==> src/rtl/mastermind_pkg.sv <==
// Shared constants, feedback codes and FSM encoding for the Mastermind/Wordle scorer.
// Also used by the game core, so changes here ripple beyond the scorer.
package mastermind_pkg;

  localparam int unsigned N_PEGS    = 4;
  localparam int unsigned COLOR_W   = 3;
  localparam int unsigned N_ROWS    = 6;
  localparam int unsigned FB_W      = 2;
  localparam int unsigned ROW_W     = 3;
  localparam int unsigned PEG_IDX_W = 2;

  localparam int unsigned GUESS_W  = N_PEGS * COLOR_W;
  localparam int unsigned FB_ROW_W = N_PEGS * FB_W;
  localparam int unsigned FLAT_W   = N_ROWS * FB_ROW_W;

  localparam logic [COLOR_W-1:0] COLOR_NONE = '0;

  localparam logic [FB_W-1:0] FB_EMPTY   = 2'b00;
  localparam logic [FB_W-1:0] FB_ABSENT  = 2'b01;
  localparam logic [FB_W-1:0] FB_PRESENT = 2'b10;
  localparam logic [FB_W-1:0] FB_EXACT   = 2'b11;

  localparam logic [FB_ROW_W-1:0] FB_ALL_EXACT = {N_PEGS{FB_EXACT}};
  localparam logic [ROW_W-1:0]    ROW_LIMIT    = ROW_W'(N_ROWS);
  localparam logic [PEG_IDX_W-1:0] LAST_PEG    = PEG_IDX_W'(N_PEGS - 1);

  typedef enum logic [1:0] {
    StIdle,
    StExact,
    StPartial,
    StCommit
  } state_e;

  function automatic logic [COLOR_W-1:0] peg_color(logic [GUESS_W-1:0]   v,
                                                   logic [PEG_IDX_W-1:0] idx);
    return v[int'(idx) * COLOR_W +: COLOR_W];
  endfunction

endpackage

==> src/rtl/mastermind_match_find.sv <==
// Combinational search for the lowest-index unused answer slot holding a given colour.
// Colour 0 is "unselected" and never matches.
module mastermind_match_find
  import mastermind_pkg::*;
(
  input  logic [GUESS_W-1:0]   answer_i,
  input  logic [N_PEGS-1:0]    used_i,
  input  logic [COLOR_W-1:0]   color_i,
  output logic                 found_o,
  output logic [PEG_IDX_W-1:0] idx_o
);

  always_comb begin
    found_o = 1'b0;
    idx_o   = '0;
    // Scan downwards so the lowest matching index is the one left standing.
    for (int j = N_PEGS - 1; j >= 0; j--) begin
      if (!used_i[j] && (color_i != COLOR_NONE) &&
          (answer_i[j * COLOR_W +: COLOR_W] == color_i)) begin
        found_o = 1'b1;
        idx_o   = PEG_IDX_W'(j);
      end
    end
  end

endmodule

==> src/rtl/mastermind_scorer.sv <==
// Sequential guess scorer: exact pass then partial pass, one peg per cycle, then commits
// the feedback row into the renderer matrix and updates the sticky solved flag.
module mastermind_scorer
  import mastermind_pkg::*;
(
  input  logic                 sys_clk,
  input  logic                 reset_db,
  input  logic                 start_i,
  input  logic [GUESS_W-1:0]   guess_i,
  input  logic [GUESS_W-1:0]   answer_i,
  input  logic [ROW_W-1:0]     row_i,
  output logic                 busy_o,
  output logic                 done_o,
  output logic                 solved_o,
  output logic [FB_ROW_W-1:0]  last_fb_o,
  output logic [FLAT_W-1:0]    fb_flat_o
);

  state_e state_q, state_d;

  logic [PEG_IDX_W-1:0] k_q, k_d;
  logic [GUESS_W-1:0]   guess_q, guess_d;
  logic [GUESS_W-1:0]   answer_q, answer_d;
  logic [ROW_W-1:0]     row_q, row_d;
  logic [N_PEGS-1:0]    used_q, used_d;
  logic [FB_ROW_W-1:0]  fb_q, fb_d;
  logic                 done_q, done_d;
  logic                 solved_q, solved_d;
  logic [FB_ROW_W-1:0]  last_fb_q, last_fb_d;
  logic [FLAT_W-1:0]    fb_flat_q, fb_flat_d;

  logic capture_en, exact_en, partial_en, commit_en, busy;

  logic [COLOR_W-1:0]   g_k, a_k;
  logic [FB_W-1:0]      fb_k;
  logic                 match_found;
  logic [PEG_IDX_W-1:0] match_idx;

  assign g_k  = peg_color(guess_q, k_q);
  assign a_k  = peg_color(answer_q, k_q);
  assign fb_k = fb_q[{k_q, 1'b0} +: FB_W];

  mastermind_match_find u_match_find (
    .answer_i (answer_q),
    .used_i   (used_q),
    .color_i  (g_k),
    .found_o  (match_found),
    .idx_o    (match_idx)
  );

  // FSM state register
  always_ff @(posedge sys_clk or posedge reset_db) begin
    if (reset_db) begin
      state_q <= StIdle;
    end else begin
      state_q <= state_d;
    end
  end

  // FSM next state
  always_comb begin
    state_d = state_q;
    unique case (state_q)
      StIdle:    if (start_i) state_d = StExact;
      StExact:   if (k_q == LAST_PEG) state_d = StPartial;
      StPartial: if (k_q == LAST_PEG) state_d = StCommit;
      StCommit:  state_d = StIdle;
      default:   state_d = StIdle;
    endcase
  end

  // FSM outputs
  always_comb begin
    capture_en = 1'b0;
    exact_en   = 1'b0;
    partial_en = 1'b0;
    commit_en  = 1'b0;
    busy       = 1'b0;
    unique case (state_q)
      StIdle:    capture_en = start_i;
      StExact:   begin busy = 1'b1; exact_en   = 1'b1; end
      StPartial: begin busy = 1'b1; partial_en = 1'b1; end
      StCommit:  begin busy = 1'b1; commit_en  = 1'b1; end
      default:   busy = 1'b0;
    endcase
  end

  // Datapath next state
  always_comb begin
    k_d       = k_q;
    guess_d   = guess_q;
    answer_d  = answer_q;
    row_d     = row_q;
    used_d    = used_q;
    fb_d      = fb_q;
    last_fb_d = last_fb_q;
    fb_flat_d = fb_flat_q;
    solved_d  = solved_q;
    done_d    = commit_en;

    if (capture_en) begin
      guess_d  = guess_i;
      answer_d = answer_i;
      row_d    = row_i;
      used_d   = '0;
      fb_d     = '0;
      k_d      = '0;
    end

    // k wraps 3 -> 0 on its own, which is exactly the restart the partial pass needs.
    if (exact_en || partial_en) begin
      k_d = k_q + PEG_IDX_W'(1);
    end

    if (exact_en && (g_k == a_k) && (g_k != COLOR_NONE)) begin
      fb_d[{k_q, 1'b0} +: FB_W] = FB_EXACT;
      used_d[k_q]               = 1'b1;
    end

    if (partial_en && (fb_k != FB_EXACT)) begin
      if (match_found) begin
        fb_d[{k_q, 1'b0} +: FB_W] = FB_PRESENT;
        used_d[match_idx]         = 1'b1;
      end else begin
        fb_d[{k_q, 1'b0} +: FB_W] = FB_ABSENT;
      end
    end

    if (commit_en) begin
      if (row_q < ROW_LIMIT) begin
        fb_flat_d[{row_q, 3'b000} +: FB_ROW_W] = fb_q;
      end
      last_fb_d = fb_q;
      if (fb_q == FB_ALL_EXACT) begin
        solved_d = 1'b1;
      end
    end
  end

  always_ff @(posedge sys_clk or posedge reset_db) begin
    if (reset_db) begin
      k_q       <= '0;
      guess_q   <= '0;
      answer_q  <= '0;
      row_q     <= '0;
      used_q    <= '0;
      fb_q      <= '0;
      done_q    <= 1'b0;
      solved_q  <= 1'b0;
      last_fb_q <= '0;
      fb_flat_q <= '0;
    end else begin
      k_q       <= k_d;
      guess_q   <= guess_d;
      answer_q  <= answer_d;
      row_q     <= row_d;
      used_q    <= used_d;
      fb_q      <= fb_d;
      done_q    <= done_d;
      solved_q  <= solved_d;
      last_fb_q <= last_fb_d;
      fb_flat_q <= fb_flat_d;
    end
  end

  assign busy_o    = busy;
  assign done_o    = done_q;
  assign solved_o  = solved_q;
  assign last_fb_o = last_fb_q;
  assign fb_flat_o = fb_flat_q;

endmodule

==> config.mk <==
export PLATFORM = sky130hd
export DESIGN_NAME = mastermind_scorer
export DESIGN_NICKNAME = d
export VERILOG_FILES = /design/src/rtl/mastermind_pkg.sv /design/src/rtl/mastermind_match_find.sv /design/src/rtl/mastermind_scorer.sv
export SDC_FILE = /design/constraint.sdc
export NUM_CORES = 1
export LEC_CHECK = 0
export CORE_MARGIN = 4
export CORE_UTILIZATION = 45
export DETAILED_ROUTE_END_ITERATION = 6
export GPL_TIMING_DRIVEN = 0
export PLACE_DENSITY = 0.81
export SYNTH_ARGS = -nofsm -noshare
export SYNTH_HDL_FRONTEND = slang
export SYNTH_SLANG_ARGS = --single-unit
==> constraint.sdc <==
create_clock -name sys_clk -period 5.4 [get_ports sys_clk]
set_input_delay 1.08 -clock sys_clk [delete_from_list [all_inputs] [get_ports sys_clk]]
set_output_delay 1.08 -clock sys_clk [all_outputs]
set_load 0.02 [all_outputs]
# Word level (Yosys, flattened, before mapping)
# Cells that the tools add are included.
# totals
output_inout_bits	59
regBits	101
# classes
eq_ne	14
n_addsub	3
bitwise_logic	2
n_reduce_logical	25
multipliers	1
n_shift	9
n_mux	35
n_lt_le_gt_ge	5
# ops
cell	count
$bwmux 48	1
$shift 8x8->48 const A	1
$shiftx 8x8->48	1
$mux 8	4
$bwmux 8	3
$shiftx 12x5->3	2
$shiftx 2x5->8 const A	3
$mux 2	9
$mux 4	4
$eq 3x3->1	5
$logic_and 1x1->1	13
$mux 1	11
$eq 8x8->1 const B	1
$ne 2x2->1 const B	4
$neg 6->8	1
$or 4x4->4	2
$pmux 2 s4	1
$shift 2x5->8 const A	1
$shiftx 8x4->2	1
$eq 2x2->1 const B	3
$lt 2x3->1 const B	2
$neg 3->5	1
$demux 1 s2	2
$ge 2x1->1 const B	2
other kinds (12)	16

# Longest topological paths before layout
# logic_depth
ltp_word	16
mapped_depth	9
depth_no_buf	8

# Modules after synthesis
# A second synthesis with hierarchy kept.
# unflattened
hier_cells	350
area_unflattened_um2	4765.8
# by_module_without_submodules
module	area_each_um2	cells_per_inst	instances
mastermind_scorer	4506.8	318	1
mastermind_match_find	259.0	32	1

# Worst setup path after synthesis
# Ideal clock, no wire load.
# synth_path
path_type	register to register
start	register k_q[0]
end	register fb_q[6]
stages_incl_launch_ff	9
setup_ps	136
synth_period_minus_slack_ps	2219
arrival_ps	2083
n_path_buf	2
setup_slack_ps	3181
path_cell_list	dfrtp_1 > buf_6 > mux4_2 > buf_6 > xor2_1 > nor3_1 > a21oi_4 > a41oi_2 > a22oi_1
# synth_via
elab_chain_len	11
word_cells_on_any_way	37
cone_classes	1 x add/sub; 1 x mul; 6 x eq/ne; 7 x shift; 10 x mux; 12 x reduce/logical
# synth_rtl
element	line	rtl
from (decl)	mastermind_scorer.sv:21	logic [PEG_IDX_W-1:0] k_q, k_d;
from (signal assigned)	mastermind_scorer.sv:153	k_q <= k_d;
$mul 2x2->4	mastermind_pkg.sv:36	return v[int'(idx) * COLOR_W +: COLOR_W];
$shiftx 12x5->3	mastermind_pkg.sv:36	
$reduce_bool 3->1	mastermind_match_find.sv:18, mastermind_scorer.sv:115	
$logic_and 1x1->1 (2 in a row)	mastermind_match_find.sv:18	if (!used_i[j] && (color_i != COLOR_NONE) &&
$mux 1 (4 in a row)	mastermind_match_find.sv:18	
$mux 8	mastermind_scorer.sv:121	if (match_found) begin
$mux 8 (*)	mastermind_scorer.sv:120	if (partial_en && (fb_k != FB_EXACT)) begin
via fb_d[6]	mastermind_scorer.sv:26	logic [FB_ROW_W-1:0] fb_q, fb_d;
to (signal assigned)	mastermind_scorer.sv:147	fb_q <= '0;
to (signal assigned)	mastermind_scorer.sv:158	fb_q <= fb_d;
to (decl)	mastermind_scorer.sv:26	
# Mark *: on every way through the listed nets, which the timed path passes. The rest lies on a longest branch.
# A chain may end at the register's enable or synchronous reset.

# Final worst setup path
# layout_path
start	register state_q[0]
end	output busy_o
# layout_via
elab_chain_len	3
word_cells_on_any_way	5
cone_classes	3 x eq/ne; 1 x mux; 1 x reduce/logical
# layout_rtl
element	line	rtl
from (decl)	mastermind_scorer.sv:19	state_e state_q, state_d;
from (signal assigned)	mastermind_scorer.sv:54	state_q <= StIdle;
from (signal assigned)	mastermind_scorer.sv:56	state_q <= state_d;
$eq 2x2->1 / $eq 2x1->1 (equally long branches)	mastermind_scorer.sv:79	unique case (state_q)
$reduce_or 3->1 (no source line) (*)	--	
$mux 1 (*)	mastermind_scorer.sv:79	
to (decl)	mastermind_scorer.sv:12	output logic busy_o,
# Mark *: on every way between the ends. The rest lies on a longest branch, timed or not.

==> metrics.yaml <==
clocking:
  post_cts_buffers: 0
  tritoncts: "built"
  htreeDepth: 3
  clockRootBuffer: "clkbuf_8"
  ctsResizeCount: 0
  cts.sinks: 101
  cts_max_path_buffers: 2
  worstSkewPairLatency_ns: 0.37
  clk_pin_slew_worst_paths_ns: 0.10
  cts_hold_buf: 0
  numCtsBuffers: 9
synth:
  synth-seq-cells: 101
  synth_edf_count: 0
  synth_warnings: 0
  synth_cell_type_count: 61
  synthArstFlopShare_pct: 100
  netlist_top_cells_area: "dfrtp_1 (51%), mux2_2 (17%), ha_1 (2.8%), nand2_1 (2.6%), mux4_2 (2.3%)"
  avgSynthCellArea_um2: 13.3
  synth_nets: 415
  synth-main-ff-cell: "dfrtp_1"
  synth.top_cell.area_share_pct: 51.0
  yosysTopAreaCell: "dfrtp_1"
  syn_area_um2: 4960
  netlist_instances: 374
  ys_seq_area_share_pct: 51.0
sta:
  worst_hold_slack_ns: 0.498
  rsz0062_at_grt: "no"
  max_freq_ghz: 0.352
  slew-limit-headroom_pct: 55.6
  setup_viol: 0
  slew_violations: 0
  hold_viol: 0
  worst_clock_skew_ns: 0.0127
  fin_setup_tns_ns: 0
  timing.final.crit_period_ns: 2.84
  post-route-period-util_pct: 52.7
  tightest_slew_ns: 0.666
setup_path:
  path_cells: "inv_1 > ha_1 > inv_1 > clkdlybuf4s50_1"
  cp.arrival_ns: 1.76
  slowest_stage: "clkdlybuf4s50_1"
  crit_fanout: 4
  startpoint: "state_q[0]"
  path_delay_family: "buffers and inverters"
  critPathMaxStageDelay_ns: 0.62
  reg2reg_depth: 8
  r2r_slack_ns: 2.92
  worstSetupPathDepth: 4
  path_class: "flip-flop to output pin"
  timing.rr.end: "fb_q[6]"
  crit_path_frequent_cell: "inv_1"
  end_kind: "output pin"
  endpoint: "busy_o"
  r2r-start: "k_q[0]"
  start_kind: "flip-flop"
  crit_required_ns: 4.32
  crit_buf_inv: 3
hold_path:
  hold_class: "flip-flop to flip-flop"
die:
  rows: 38
  die-area_um2: 12800
  start_util_pct: 45.9
  die_w_um: 113
  coreArea_um2: 10800
  die_y_um: 113
  pin_count: 89
run_status:
  status: "completed"
routing:
  wl_per_cell_um: 17.2
  firstDrtPassIters: 4
  drtAntennaViolNets: 0
  drc_errors: 0
  drt-total-wl_mm: 10.7
  vias_per_cell: 5.46
  drt_iter0_drc: 228
  num_vias: 3381
power:
  p_leak_nw: 2.73
  total_power_mw: 3.99
  ir_drop_v: 0.000339
  p_per_area_nw_per_um2: 639
global_route:
  globalRouteOverflowTotal: 0
  grt_pass1_vias: 3452
  grtUsageTotal_pct: 17.7
  grt_max_degree: 58
  grt_antenna_before_repair: 0
  grt_pass1_wl_mm: 18.1
finish:
  n_antenna_cell: 0
  area_delta_synth_final_pct: 25.9
  fillerInstances: 881
  nNetsFinal: 515
  drive_gt1_share_pct: 28.8
  fin_util_pct: 57.8
  final_area_um2: 6240
placed_design:
  io_buffer_count: 88
  place_area_um2: 6040
  gp_congestion: 0.889
  dp_hpwl_mm: 7.93
flow_run:
  drv_cap: 0
-- cell type report --
cell class | instances | area [um^2] | share of cell area (%)
Buffer | 19 | 155 | 2.48
Tap cell | 140 | 175 | 2.81
Inverter | 17 | 66.3 | 1.06
Clock buffer | 9 | 124 | 1.98
Clock inverter | 7 | 75.1 | 1.20
Timing Repair Buffer | 89 | 908 | 14.5
Sequential cell | 101 | 2530 | 40.5
Multi-Input combinational cell | 237 | 2210 | 35.4
-- state kept, by name, summed over array words and instances (netlist names) --
| signal | count |
|---|---|
| fb_flat_o | 48 |
| answer_q | 12 |
| guess_q | 12 |
| fb_q | 8 |
| last_fb_o | 8 |
| used_q | 4 |
| row_q | 3 |
| k_q | 2 |
| state_q | 2 |
| done_o | 1 |
| solved_o | 1 |
-- layout by cell type, fill, tap and decap left out, types with 2 or more instances in the layout --
cell / count
o21ai_1: 2
a31oi_1: 4
a21oi_4: 2
inv_1: 15
mux2i_1: 3
nor3_1: 4
buf_6: 6
nand3_1: 13
a21oi_2: 4
buf_1: 2
nand2_1: 34
mux2_2: 76
clkbuf_8: 11
mux4_1: 3
clkdlybuf4s50_1: 88
xor2_1: 6
nor2_1: 2
mux4_2: 5
a22oi_1: 13
nor4_2: 2
xnor2_1: 2
clkinv_4: 2
clkbuf_1: 6
nand2b_1: 2
xnor2_4: 2
clkbuf_2: 2
o21ai_0: 5
inv_8: 3
ha_1: 11
nand3b_1: 2
dfrtp_1: 101
nand4_1: 6
nor2b_1: 5
-- cell usage after synthesis, types with 2 or more instances --
| cell | n |
|---|---|
| dfrtp_1 | 101 |
| mux2_2 | 76 |
| nand2_1 | 34 |
| inv_1 | 16 |
| a22oi_1 | 13 |
| nand3_1 | 13 |
| ha_1 | 11 |
| buf_6 | 6 |
| clkbuf_1 | 6 |
| nand4_1 | 6 |
| xor2_1 | 6 |
| mux4_2 | 5 |
| nor2b_1 | 5 |
| o21ai_0 | 5 |
| a21oi_2 | 4 |
| a31oi_1 | 4 |
| nor3_1 | 4 |
| mux2i_1 | 3 |
| mux4_1 | 3 |
| a21oi_4 | 2 |
| buf_1 | 2 |
| clkbuf_2 | 2 |
| clkbuf_8 | 2 |
| nand2b_1 | 2 |
| nand3b_1 | 2 |
| nor2_1 | 2 |
| nor4_2 | 2 |
| o21ai_1 | 2 |
| xnor2_1 | 2 |
| xnor2_4 | 2 |
-- cells by family (layout without fill, tap and decap cells) --
| group | count (synthesis) | in the layout | synth area share (%) |
|---|---|---|---|
| AND/OR/NAND/NOR | 86 | 86 | 10.1 |
| XOR/XNOR | 10 | 10 | 2.52 |
| multiplexers | 88 | 88 | 22.0 |
| flip-flops | 101 | 101 | 51.0 |
| AO/OA/AOI/OAI | 42 | 42 | 7.17 |
| buffers and inverters | 36 | 141 | 4.42 |
| adder cells (fa/ha/maj) | 11 | 11 | 2.78 |
-- stage by stage --
step           std cells  setup slack (ns)
2_1_floorplan        374              1.67
3_3_place_gp         602             0.358
3_5_place_dp         603              2.64
4_1_cts              619              2.53
5_1_grt              619              2.46
6_report             619              2.56
-- how the worst min path moves through the flow --
stage	start	end	slack (ns)	cells after the start
6_report	solved_o	solved_o	0.50	1
5_1_grt	fb_flat_o[10]	fb_flat_o[10]	0.53	2
3_3_place_gp	fb_flat_o[11]	fb_flat_o[11]	0.48	2
3_5_place_dp	solved_o	solved_o	0.48	1
4_1_cts	solved_o	solved_o	0.51	1
2_1_floorplan	guess_q[7]	guess_q[7]	0.47	1
-- per-layer routing --
| layer | vias up | part of all wire (%) | track usage (%) |
|---|---|---|---|
| met2 | 111 | 50 | 29.8 |
| met4 | 0 | 1.4 | 4.89 |
| met5 | - | 0 | 0 |
| li1 | 1559 | - | - |
| met1 | 1695 | 43 | 23.8 |
| met3 | 16 | 5.0 | 2.94 |
-- where the power goes --
part           switching [mW]  internal (mW)
sequential              0.221           1.06
combinational            1.16           1.08
clock                   0.288          0.183
Power figures use the tool's default switching activity.
